$ cat src/rtl/seq_detect_prog.sv
// Runtime-programmable serial sequence detector. It matches a 1..MAX_LEN bit pattern, with
// overlap selectable per bit, a registered match pulse and a saturating match counter.
module seq_detect_prog #(
    parameter int unsigned                MAX_LEN     = 8,
    parameter int unsigned                LEN_W       = $clog2(MAX_LEN + 1),
    parameter int unsigned                CNT_W       = 8,
    parameter logic        [MAX_LEN-1:0]  DEF_PATTERN = 8'b0000_0110,
    parameter int unsigned                DEF_LEN     = 4
) (
    input  logic               clk,
    input  logic               reset,
    input  logic               bit_in,
    input  logic               bit_valid,
    input  logic               overlap_en,
    input  logic               cfg_load,
    input  logic [MAX_LEN-1:0] cfg_pattern,
    input  logic [LEN_W-1:0]   cfg_len,
    input  logic               cnt_clr,
    output logic               match,
    output logic [CNT_W-1:0]   match_count,
    output logic [LEN_W-1:0]   cur_len
);

    localparam logic [LEN_W-1:0] MaxLenW = LEN_W'(MAX_LEN);
    localparam logic [LEN_W-1:0] DefLenW = LEN_W'(DEF_LEN);

    logic [MAX_LEN-1:0] pattern_q, pattern_d;
    logic [LEN_W-1:0]   len_q, len_d;
    logic [MAX_LEN-1:0] window_q, window_d;
    logic [LEN_W-1:0]   fill_q, fill_d;
    logic               match_q, match_d;
    logic [CNT_W-1:0]   count_q, count_d;

    logic [LEN_W-1:0]   len_load;
    logic [MAX_LEN-1:0] window_shift;
    logic [LEN_W-1:0]   fill_inc;
    logic [MAX_LEN-1:0] len_mask;
    logic               hit;

    always_comb begin
        len_load = cfg_len;
        if (cfg_len == '0 || cfg_len > MaxLenW) begin
            len_load = MaxLenW;
        end

        window_shift = {window_q[MAX_LEN-2:0], bit_in};
        fill_inc     = (fill_q >= len_q) ? len_q : fill_q + LEN_W'(1);

        // Pattern bits at or above the active length never take part in the compare.
        len_mask = '0;
        for (int i = 0; i < int'(MAX_LEN); i++) begin
            len_mask[i] = (i < int'(len_q));
        end

        hit = bit_valid && !cfg_load && (fill_inc == len_q)
              && (((window_shift ^ pattern_q) & len_mask) == '0);
    end

    always_comb begin
        pattern_d = pattern_q;
        len_d     = len_q;
        window_d  = window_q;
        fill_d    = fill_q;
        match_d   = 1'b0;

        if (cfg_load) begin
            // A bit sampled together with a load is dropped on purpose.
            pattern_d = cfg_pattern;
            len_d     = len_load;
            window_d  = '0;
            fill_d    = '0;
        end else if (bit_valid) begin
            window_d = window_shift;
            match_d  = hit;
            fill_d   = (hit && !overlap_en) ? '0 : fill_inc;
        end

        count_d = count_q;
        if (cnt_clr) begin
            count_d = '0;
        end else if (hit && count_q != '1) begin
            count_d = count_q + CNT_W'(1);
        end
    end

    always_ff @(posedge clk or posedge reset) begin
        if (reset) begin
            pattern_q <= DEF_PATTERN;
            len_q     <= DefLenW;
            window_q  <= '0;
            fill_q    <= '0;
            match_q   <= 1'b0;
            count_q   <= '0;
        end else begin
            pattern_q <= pattern_d;
            len_q     <= len_d;
            window_q  <= window_d;
            fill_q    <= fill_d;
            match_q   <= match_d;
            count_q   <= count_d;
        end
    end

    assign match       = match_q;
    assign match_count = count_q;
    assign cur_len     = len_q;

endmodule

$ cat config.mk
export PLATFORM = sky130hd
export DESIGN_NAME = seq_detect_prog
export DESIGN_NICKNAME = d
export VERILOG_FILES = /design/src/rtl/seq_detect_prog.sv
export SDC_FILE = /design/constraint.sdc
export NUM_CORES = 1
export LEC_CHECK = 0
export ABC_AREA = 1
export BUFFER_PORTS_ARGS = -buffer_cell sky130_fd_sc_hd__buf_2
export CELL_PAD_IN_SITES_DETAIL_PLACEMENT = 0
export CELL_PAD_IN_SITES_GLOBAL_PLACEMENT = 1
export CORE_MARGIN = 3
export CORE_UTILIZATION = 43
export DETAILED_ROUTE_END_ITERATION = 7
export PLACE_DENSITY_LB_ADDON = 0.12
export REMOVE_ABC_BUFFERS = 1
export SKIP_CTS_REPAIR_TIMING = 1
export SYNTH_ARGS = -nofsm -noshare
export SYNTH_HDL_FRONTEND = slang
export SYNTH_SLANG_ARGS = --single-unit
export TNS_END_PERCENT = 5
$ cat constraint.sdc
create_clock -name clk -period 3.3 [get_ports clk]
set_clock_uncertainty 0.15 [all_clocks]
set_input_delay 0.66 -clock clk [delete_from_list [all_inputs] [get_ports clk]]
set_output_delay 0.66 -clock clk [all_outputs]
set_load 0.05 [all_outputs]
# --- After elaboration in Yosys (flattened, before gate mapping) ---
# Index checks and enable logic that the tools add are counted.
totals:
  register_bits: 32
  in_bits: 19
  word_cells: 45
op_classes:
  reduce_logical: 12
  bitwise_logic: 2
  magnitude_cmp: 10
  add_sub_neg: 2
  muxes: 11
  eq_ne: 2
ops:
  columns: ["op", "count"]
  rows:
  - ["2-to-1 mux 4 bit", 5]
  - ["< comparator 3 x 4 -> 1 bit, first input constant", 4]
  - ["2-to-1 mux 8 bit", 2]
  - ["2-to-1 mux 7 bit", 2]
  - ["adder 8 x 1 -> 8 bit, second input constant", 1]
  - ["AND 8 bit", 1]
  - ["zero test 8 bit", 1]
  - ["< comparator 1 x 4 -> 1 bit, first input constant", 2]
  - ["< comparator 2 x 4 -> 1 bit, first input constant", 2]
  - ["inequality test 8 bit, second input constant", 1]
  - ["XOR 8 bit", 1]
  - ["logical AND 1 bit", 5]
  - ["adder 4 x 1 -> 4 bit, second input constant", 1]
  - ["equality test 4 bit", 1]
  - ["greater-or-equal comparator 4 bit", 1]
  - ["greater-than comparator 4 bit, second input constant", 1]
  - ["zero test 4 bit", 1]
  - ["nonzero test 2 bit", 2]
  - ["zero test 1 bit", 2]
  - ["2-to-1 mux 1 bit", 2]
  - ["logical OR 1 bit", 1]

# --- Logic depth before layout (Yosys ltp) ---
# Gate-level depths: netlist of the first run.
depth:
  word_depth: 9
  mapped_depth: 14

# --- Least setup slack after synthesis of the first run ---
# OpenSTA, ideal clock, no wires.
synth_path:
  kind: "register to register"
  startpoint: "reg len_q[3], in the netlist cur_len[3]"
  endpoint: "reg count_q[2], in the netlist match_count[2]"
  arrival_ps: 2155
  required_ps: 3030
  slack_ps: 875
  period_less_slack_ps: 2425
  stages_incl_launch_ff: 12
  setup_ps: 120
  cell_sequence: "dfrtp_1 > inv_2 > ha_1 > a21oi_2 > a21boi_4 > nand3_1 > nand2_1 > inv_1 > nand2_2 > nor2_8 > nand4_1 > nand2_1"
synth_via:
  elab_chain_len: 7
synth_rtl:
  columns: ["item", "line", "text"]
  rows:
  - ["start: declaration", "28", "logic [LEN_W-1:0] len_q, len_d;"]
  - ["start signal: assignment", "89", "len_q <= DefLenW;"]
  - ["start signal: assignment", "96", "len_q <= len_d;"]
  - ["greater-or-equal comparator 4 bit", "47", "fill_inc = (fill_q >= len_q) ? len_q : fill_q + LEN_W'(1);"]
  - ["2-to-1 mux 4 bit", "47", null]
  - ["equality test 4 bit", "55", "hit = bit_valid && !cfg_load && (fill_inc == len_q)"]
  - ["logical AND 1 bit", "55", null]
  - ["logical AND 1 bit *", "56", "&& (((window_shift ^ pattern_q) & len_mask) == '0);"]
  - ["logical AND 1 bit *", "81", "end else if (hit && count_q != '1) begin"]
  - ["nonzero test 2 bit (no line) *", null, null]
  - ["end signal: assignment", "100", "count_q <= count_d;"]
  - ["end: declaration", "32", "logic [CNT_W-1:0] count_q, count_d;"]
# Mark *: on every way between the ends. The rest lies on a longest branch, timed or not.
# A chain may end at the register's enable or synchronous reset.

# --- Worst setup path in the final report of the first run ---
layout_path:
  startpoint: "reg len_q[2], in the netlist cur_len[2]"
  endpoint: "reg count_q[5], in the netlist match_count[5]"
# Same word-level chain as after synthesis.

==> results of run 1 <==
flip-flops by register name, indices dropped and copies added, names as in the netlist:
signal,cells
pattern_q,8
match_count,8
match,1
fill_q,4
cur_len,4
window_q,7
layout make-up:
class,instances,share of cell area [%]
clock buffer,6,3.187
clock inverter,2,1.538
inverter,50,8.242
multi-input combinational,181,41.81
sequential,32,35.33
tap,50,2.747
timing repair buffer,32,7.143
synthesized netlist by cell type:
cell and count:
nand2_1 79, inv_1 46, dfrtp_1 29, nand3_1 19, nand4_1 18, nor2_1 17, o21ai_0 13, o22ai_1 10
ha_1 6, inv_2 4, xor2_1 4, dfstp_2 3, a21oi_1 2, clkbuf_1 2, nand2_2 2, xnor2_1 2
a21boi_4 1, a21oi_2 1, a31oi_1 1, buf_2 1, nand2_4 1, nand3_2 1, nand4_2 1, nor2_4 1
nor2_8 1, nor3b_1 1
layer usage:
metal | wire length, um | up-vias | share of wire (%)
met4 | 83 | 0 | 1.9
li1 | - | 925 | -
met2 | 1811 | 43 | 42
met5 | 0 | - | 0
met1 | 2210 | 781 | 51
met3 | 247 | 10 | 5.7
power groups by stage:
| stage | clock [W] | sequential (W) | combinational, W |
|---|---|---|---|
| floorplan | 0 | 0.000463 | 0.000206 |
| global route | 0.000393 | 0.000452 | 0.000331 |
| finish | 0.000370 | 0.000449 | 0.000286 |
| global placement | 0 | 0.000455 | 0.000290 |
| detailed placement | 0 | 0.000455 | 0.000285 |
| CTS | 0.000381 | 0.000448 | 0.000287 |
stage by stage:
stage / setup WS (ps) / power (W) / std cells
2_1_floorplan: 875.5 / 0.0006693 / 263
3_3_place_gp: 870.5 / 0.0007449 / 345
3_5_place_dp: 875.2 / 0.0007398 / 345
4_1_cts: 901.1 / 0.001116 / 353
5_1_grt: 717.5 / 0.001177 / 353
6_report: 892.4 / 0.001105 / 353
cell families after synthesis:
group	count (synthesis)	synth area share, %
and+or+nand+nor	141	33.38
buffers and inverters	53	10.23
DFF	32	41.11
AOI/OAI and AO/OA	28	8.760
xor gates and xnor gates	6	2.685
adders and majority gates	6	3.836
worst max-delay path, stage by stage (launching register included):
cell and delay, ps:
dfstp_2 610, inv_2 80, ha_1 280, nand2_1 60, inv_1 110, nand2_1 160, nand4_1 140, nand2_1 90
nor2_4 160, nand4_2 250, nand3_1 140, nand2_1 60
final timing paths:
kind                       slack (ps)                         end
setup / recovery                  890  match_count[5]$_DFFE_PP0P_
setup reg to reg                  890  match_count[5]$_DFFE_PP0P_
hold / removal                    300     window_q[0]$_DFFE_PP0P_
hold reg to reg                   350    pattern_q[2]$_DFFE_PP1P_
max in group asynchronous        2370    pattern_q[1]$_DFFE_PP1P_
min in group clk                  350    pattern_q[2]$_DFFE_PP1P_
==> out/metrics.cfg, run 1 <==
[global_route]
use_met2_pct = 25.10
grt_pass1_wl_mm = 7.369
grt_pass1_vias = 1575
grt_usage_pct = 17.94
overflow = 0
antenna_found_initial = 0
grt_max_degree = 33
top_usage_layer = met1
met3_usage_pct = 4.651
gr-usage-met1_pct = 26.14

[cells_and_area]
syn_to_final_growth_pct = 16.37
mostFrequentLayoutCell = nand2_1
seq_area_um2 = 804.5
multi_input_area_um2 = 952.2
drive_gt1_share_pct = 18.15
fillCellCount = 433
fin_nets = 327
antenna_cells = 0
final_cell_area_um2 = 2277
utilization_pct = 54.20
final_cell_mix = 79 x nand2_1, 46 x inv_1, 31 x buf_2

[floorplan]
die_area_um2 = 5396
core_area_um2 = 4202
rows = 23
io_pins = 32
fp.dieW_um = 73.46
initial_utilization_pct = 46.58
dieHeight_um = 73.46

[placement]
placed_area_um2 = 2170
place_congestion = 0.8154
place_hpwl_mm = 3.159
portBuffers = 31

[route]
wirelength_mm = 4.352
vias_per_cell = 4.983
drt_iter0_drc = 145
final_antenna_net_count = 0
post_drt_wl_per_cell_um = 12.33
drc = 0
drt_pass1_iterations = 4
vias = 1759

[power_and_ir_drop]
seqPwrFrac_pct = 40.6
p_clk_share_pct = 33.5
p_int_w = 0.0007365
power_frac_comb_pct = 25.9
powerDensity_nw_per_um2 = 485.4
p_sw_w = 0.0003688
netSwitchingFraction_pct = 33.37
vdd_drop_max_mv = 0.2352
p_leak_nw = 1.317

[clock_network]
path_clk_slew_ps = 70
cts_buffer_depth = 2
htreeDepth = 2
cts_tree = done
cts-root-buf = clkbuf_8
numClockSinks = 32
cts_buffers = 5
clk_latency_ps = 290

[hold_path]
hold_class = in2async

[run_status]
outcome = completed

[sta]
slew_violations = 0
holdWs_ps = 298.9
max_freq_ghz = 0.4154
setup_tns_ps = 0
finalHoldViolCount = 0
slew-limit-headroom_pct = 71.61
fin_crit_sh_pct = 72.96
finalWorstPathRequiredPeriod_ps = 2408
finalSetupViolations = 0
worst_slew_pin_slew_ps = 425.4
rsz0062_at_grt = false

[yosys]
ys_seq_area_share_pct = 41.11
synth_top_area_share_pct = 37.08
synth_cell_types = 26
synth_cells = 266
synth_top_area_cell = dfrtp_1
syn_avg_cell_area_um2 = 7.357
ys_ff_latch = 32
synth_area_leaders = dfrtp_1 37%, nand2_1 15%, inv_1 8.8%
mappedNetlistArea_um2 = 1957
ys_warn_count = 0

[critical_path]
arrival_ps = 2430
critPathLaunch = cur_len[2]$_DFFE_PP1P_
worstPathMaxFanout = 8
worstSetupPathType = reg2reg
start_kind = register
crit_path_end_kind = register
regToRegStartpoint = cur_len[2]$_DFFE_PP1P_
worstPathRequired_ps = 3330
reg2regPathDepth = 11

[job]
max_cap_violations = 0

Note: power is estimated with default switching activity, not from simulation.
==> inputs of run 2 (changes only) <==
- CORE_UTILIZATION: 43 -> 40
- clock period: 3.3 -> 2.37 ns (I/O delays scaled with it)
==> run 2 against run 1 <==
First-iteration DRC count is 21% lower. Count of clock-buffer cells in the layout is 2 higher. Combinational power is 67% higher. Critical path depth is 1 higher. Utilization is 1.7 points lower. Die area is 6.9% higher. Worst setup slack worse by 740 ps. Cell area is 4.6% higher. Sequential cell count stayed put. Final cell count is 7.4% higher. Largest power group unchanged.
==> out/metrics.cfg, run 2 (synthesized netlist as in run 1, its figures left out) <==
[sta]
setup_tns_ps = 0  ; unchanged
finalWorstPathRequiredPeriod_ps = 2220  ; -187.3 ps
worst_slew_pin_slew_ps = 472.1  ; +46.70 ps
slew-limit-headroom_pct = 68.49  ; -3.1 points
max_freq_ghz = 0.4504  ; +8.4%
finalSetupViolations = 0  ; unchanged
rsz0062_at_grt = false
slew_violations = 0  ; unchanged
holdWs_ps = 129.8  ; -169.1 ps
fin_crit_sh_pct = 93.68  ; +21 points
finalHoldViolCount = 0  ; unchanged

[power_and_ir_drop]
report.power.total_w = 0.001518  ; +37%
p_leak_nw = 1.363  ; +3.5%
powerDensity_nw_per_um2 = 637.2  ; +31%
vdd_drop_max_mv = 0.2718  ; +16%

[global_route]
overflow = 0  ; unchanged
grt_pass1_wl_mm = 7.659  ; +3.9%
grt_usage_pct = 16.39  ; -1.6 points
antenna_found_initial = 0  ; unchanged
grt_pass1_vias = 1612  ; +2.3%
grt_max_degree = 33  ; unchanged

[clock_network]
numClockSinks = 32  ; unchanged
cts_buffer_depth = 2  ; unchanged
htreeDepth = 2  ; unchanged
cts-root-buf = clkbuf_8
clk_latency_ps = 270  ; -20 ps
cts_buffers = 5  ; unchanged
cts_tree = done
path_clk_slew_ps = 70  ; about the same

[floorplan]
io_pins = 32  ; unchanged
die_area_um2 = 5768  ; +6.9%
dieHeight_um = 75.95  ; +3.4%
core_area_um2 = 4534  ; +7.9%
rows = 24  ; +4.3%
initial_utilization_pct = 43.16  ; -3.4 points
fp.dieW_um = 75.95  ; +3.4%

[route]
drc = 0  ; unchanged
drt_pass1_iterations = 4  ; unchanged
post_drt_wl_per_cell_um = 11.91  ; -3.4%
vias = 1792  ; +1.9%
final_antenna_net_count = 0  ; unchanged
drt_iter0_drc = 115  ; -21%
vias_per_cell = 4.728  ; -5.1%
wirelength_mm = 4.513  ; +3.7%

[critical_path]
crit_path_end_kind = register
regToRegStartpoint = cur_len[2]$_DFFE_PP1P_
arrival_ps = 2230  ; -200 ps
worstSetupPathType = reg2reg
cp_top_family = simple AND/OR/NAND/NOR gates
reg2reg_slack_ps = 150  ; -740 ps
reg2regPathDepth = 12  ; +1
slowest_delay_ps = 590  ; -20 ps
worstPathMaxFanout = 7  ; -1
crit_path_top_delay_cell = dfstp_2
crit_buf_inv = 3  ; +1
crit_chain = inv_2 -> ha_1 -> nand2_1 -> inv_1 -> buf_4 -> a21boi_4 -> nand3_1 -> nand2_1 -> nor2_2 -> nand4_1 -> nand3_1 -> nand2_1
worstPathRequired_ps = 2380  ; -950 ps
crit_top_cell = nand2_1
r2r_end = fill_q[3]$_DFFE_PP0P_
start_kind = register

[placement]
place_congestion = 0.7960  ; -2.4%
portBuffers = 31  ; unchanged
dp.cells = 371  ; +7.5%
place_hpwl_mm = 3.285  ; +4.0%

[cells_and_area]
stdcell_count = 379  ; +7.4%
multi_input_area_um2 = 973.4  ; +2.2%
final_cell_mix = 78 x nand2_1, 46 x inv_1, 31 x buf_2
mostFrequentLayoutCell = nand2_1
syn_to_final_growth_pct = 21.74
fin_nets = 338  ; +3.4%
seq_area_um2 = 804.5  ; unchanged
drive_gt1_share_pct = 21.34  ; +3.2 points
antenna_cells = 0  ; unchanged
fillCellCount = 477  ; +10%

[job]
max_cap_violations = 0  ; unchanged

[run_status]
outcome = completed

[hold_path]
hold_class = in2async

## run 2: per-layer routing
layer | up-vias | global-route usage [%] | routed length [um]
met5 | - | 0 | 0
li1 | 946 | - | -
met4 | 0 | 4.710 | 27
met3 | 2 | 4.739 | 231
met2 | 46 | 24.20 | 1924
met1 | 798 | 23.33 | 2329
## run 2: power breakdown
group | total, W | internal [W] | switching, W
Combinational | 0.000477 | 0.000179 | 0.000299
Clock | 0.000427 | 0.000237 | 0.000190
Sequential | 0.000614 | 0.000583 | 0.0000312
## run 2: worst reg2reg max path, stage by stage (launching register included)
cell and delay, ps:
dfstp_2 590, inv_2 70, ha_1 270, nand2_1 50, inv_1 90, buf_4 120
a21boi_4 50, nand3_1 70, nand2_1 90, nor2_2 180, nand4_1 200, nand3_1 130
nand2_1 60
## run 2: cell type report
cell class              instances  share of cell area [%]
inverters                      50                   7.878
clock buffers                   8                   3.782
repair buffers                 43                   10.29
well taps                      65                   3.414
flip-flops and latches         32                   33.77
multi-input cells             181                   40.86
## run 2: per-stage QoR
step / utilization, % / setup WS (ps) / area (um2)
2_1_floorplan: - / -54.53 / 1944
3_3_place_gp: 50.08 / 167.5 / 2271
3_5_place_dp: 50.08 / 118.2 / 2271
4_1_cts: 52.07 / 88.41 / 2361
5_1_grt: 52.54 / 2.658 / 2382
6_report: 52.54 / 149.7 / 2382
## run 2: worst max path at each step
stage / startpoint / slack, ps / endpoint / cells after the start
2_1_floorplan: cur_len[3]$_DFFE_PP0P_ / -50 / match_count[2]$_DFFE_PP0P_ / 11
3_3_place_gp: cur_len[2]$_DFFE_PP1P_ / 170 / match_count[3]$_DFFE_PP0P_ / 11
3_5_place_dp: cur_len[2]$_DFFE_PP1P_ / 120 / match_count[1]$_DFFE_PP0P_ / 11
4_1_cts: cur_len[2]$_DFFE_PP1P_ / 90 / match_count[3]$_DFFE_PP0P_ / 11
5_1_grt: cur_len[2]$_DFFE_PP1P_ / 3 / fill_q[3]$_DFFE_PP0P_ / 12
6_report: cur_len[2]$_DFFE_PP1P_ / 150 / fill_q[3]$_DFFE_PP0P_ / 12
==> inputs of run 3 (changes only) <==
- CORE_UTILIZATION: 40 -> 36
- clock period: 2.37 -> 1.84 ns (I/O delays scaled with it)
==> run 3 against run 2 <==
Worst setup slack got worse by 430 ps. Sequential power rose by 27%. Cell area rose by 7.2%. First-iteration DRC count fell by 33%. Sequential share of layout area fell by 2.3 points. Fmax rose by 4.8%. The run now ends with setup timing left. Die area rose by 10%. Routed wire length rose by 7.7%. Count of clock-buffer cells in the layout fell by 1.
==> out/metrics.cfg, run 3 (synthesized netlist as in run 1, its figures left out) <==
[run_status]
outcome = finished, violations left
violations = setup timing

[sta]
finalSetupViolations = 13  ; +13
finalWorstPathRequiredPeriod_ps = 2118  ; -101.9 ps
slew_violations = 0  ; unchanged
max_freq_ghz = 0.4721  ; +4.8%
finalHoldViolCount = 0  ; unchanged
slew-limit-headroom_pct = 68.63  ; +0.14 points
finalWorstSetupSlack_ps = -278.4  ; -428.1 ps
setup_tns_ps = -2662  ; -2662 ps
worst_slew_pin_slew_ps = 470.0  ; -2.111 ps
fin_crit_sh_pct = 115.1  ; +21 points
rsz0062_at_grt = true
holdWs_ps = 10.34  ; -119.5 ps

[placement]
place_congestion = 0.8292  ; +4.2%
place_hpwl_mm = 3.639  ; +11%
place_ws_ps = -349.7  ; -467.9 ps
portBuffers = 31  ; unchanged

[clock_network]
clk_latency_ps = 280  ; about the same
numClockSinks = 32  ; unchanged
cts_buffers = 5  ; unchanged
path_clk_slew_ps = 70  ; about the same
cts_tree = done
htreeDepth = 2  ; unchanged
cts-root-buf = clkbuf_8
cts_buffer_depth = 2  ; unchanged

[route]
vias = 1840  ; +2.7%
post_drt_wl_per_cell_um = 12.24  ; +2.8%
drt_pass1_iterations = 4  ; unchanged
wirelength_mm = 4.860  ; +7.7%
drc = 0  ; unchanged
drt_iter0_drc = 77  ; -33%
vias_per_cell = 4.635  ; -2.0%
final_antenna_net_count = 0  ; unchanged

[global_route]
grt_usage_pct = 17.12  ; +0.73 points
overflow = 0  ; unchanged
grt_pass1_vias = 1816  ; +13%
antenna_found_initial = 0  ; unchanged
grt_pass1_wl_mm = 8.514  ; +11%
grt_max_degree = 33  ; unchanged

[cells_and_area]
multi_input_area_um2 = 998.5  ; +2.6%
drive_gt1_share_pct = 26.91  ; +5.6 points
fillCellCount = 531  ; +11%
seq_area_um2 = 804.5  ; unchanged
mostFrequentLayoutCell = nand2_1
syn_to_final_growth_pct = 30.50
final_cell_mix = 75 x nand2_1, 45 x inv_1, 31 x buf_2
utilization_pct = 49.37  ; -3.2 points
antenna_cells = 0  ; unchanged
fin_nets = 351  ; +3.8%

[floorplan]
dieHeight_um = 79.73  ; +5.0%
die_area_um2 = 6356  ; +10%
rows = 26  ; +8.3%
core_area_um2 = 5172  ; +14%
fp.dieW_um = 79.73  ; +5.0%
io_pins = 32  ; unchanged
initial_utilization_pct = 37.83  ; -5.3 points

[power_and_ir_drop]
powerDensity_nw_per_um2 = 869.3  ; +36%
vdd_drop_max_mv = 0.4930  ; +81%
report.power.total_w = 0.002220  ; +46%
p_leak_nw = 1.448  ; +6.2%

[critical_path]
arrival_ps = 2140  ; -90 ps
crit_path_end_kind = register
worstPathMaxFanout = 4  ; -3
crit_chain = inv_4 -> ha_4 -> nand2_2 -> inv_2 -> buf_4 -> a21boi_4 -> nand3_1 -> nand2_2 -> nor2_2 -> nand4_1 -> nand3_1 -> nand2_1
start_kind = register
worstSetupPathType = reg2reg
slowest_delay_ps = 550  ; -40 ps
worstPathRequired_ps = 1860  ; -520 ps
crit_path_top_delay_cell = dfstp_2

[hold_path]
hold_class = in2async

[job]
max_cap_violations = 0  ; unchanged

[run 3: cell types whose count changed in the layout (fill, tap and decap cells not counted), moves of 2 or more]
cell      delta
buf_4       +12
nand2_1      -3
clkbuf_1     -2
nand2_2      +2
[run 3: worst paths after layout]
kind	depth (start not counted)	endpoint	slack (ps)	startpoint
worst max-delay path	12	fill_q[3]$_DFFE_PP0P_	-280	cur_len[2]$_DFFE_PP1P_
worst min-delay path	3	window_q[5]$_DFFE_PP0P_	10	reset
worst max register to register	12	fill_q[3]$_DFFE_PP0P_	-280	cur_len[2]$_DFFE_PP1P_
worst min register to register	2	pattern_q[1]$_DFFE_PP1P_	350	pattern_q[1]$_DFFE_PP1P_
max in group asynchronous	3	cur_len[2]$_DFFE_PP1P_	1200	reset
min in group clk	3	pattern_q[7]$_DFFE_PP0P_	140	cfg_pattern[7]
[run 3: per-layer routing]
layer | track usage, % | vias up | routed length (um) | share of wire [%]
li1 | - | 976 | - | -
met2 | 26.13 | 35 | 2154 | 44
met1 | 24.31 | 824 | 2448 | 50
met3 | 3.725 | 5 | 197 | 4.1
met4 | 4.639 | 0 | 60 | 1.2
met5 | 0 | - | 0 | 0
[run 3: power by group]
group / total (W) / internal (W) / switching, W
logic: 0.000689 / 0.000271 / 0.000419
clock network: 0.000753 / 0.000478 / 0.000275
registers: 0.000777 / 0.000750 / 0.0000270
total: 0.00222 / 0.00150 / 0.000721
[run 3: layout make-up]
type / instances / share of cell area [%]
multi-input combinational: 181 / 39.10
sequential: 32 / 31.50
timing repair buffer: 56 / 13.57
inverter: 50 / 7.447
clock buffer: 7 / 3.773
tap: 70 / 3.430
clock inverter: 1 / 1.176
[run 3: critical path, delay by kind of cell (launching register included)]
| kind | cells | cell delay (ps) |
|---|---|---|
| DFF | 1 | 550 |
| and+or+nand+nor | 7 | 780 |
| adders and majority gates | 1 | 250 |
| buffers and inverters | 3 | 230 |
| AOI/OAI and AO/OA | 1 | 50 |
[run 3: through the flow]
step / instance area [um2] / std cells
final: 2554 / 397
after global placement: 2375 / 389
after detailed placement: 2375 / 389
after global routing: 2554 / 397
after CTS: 2501 / 397
after floorplan: 1944 / 263
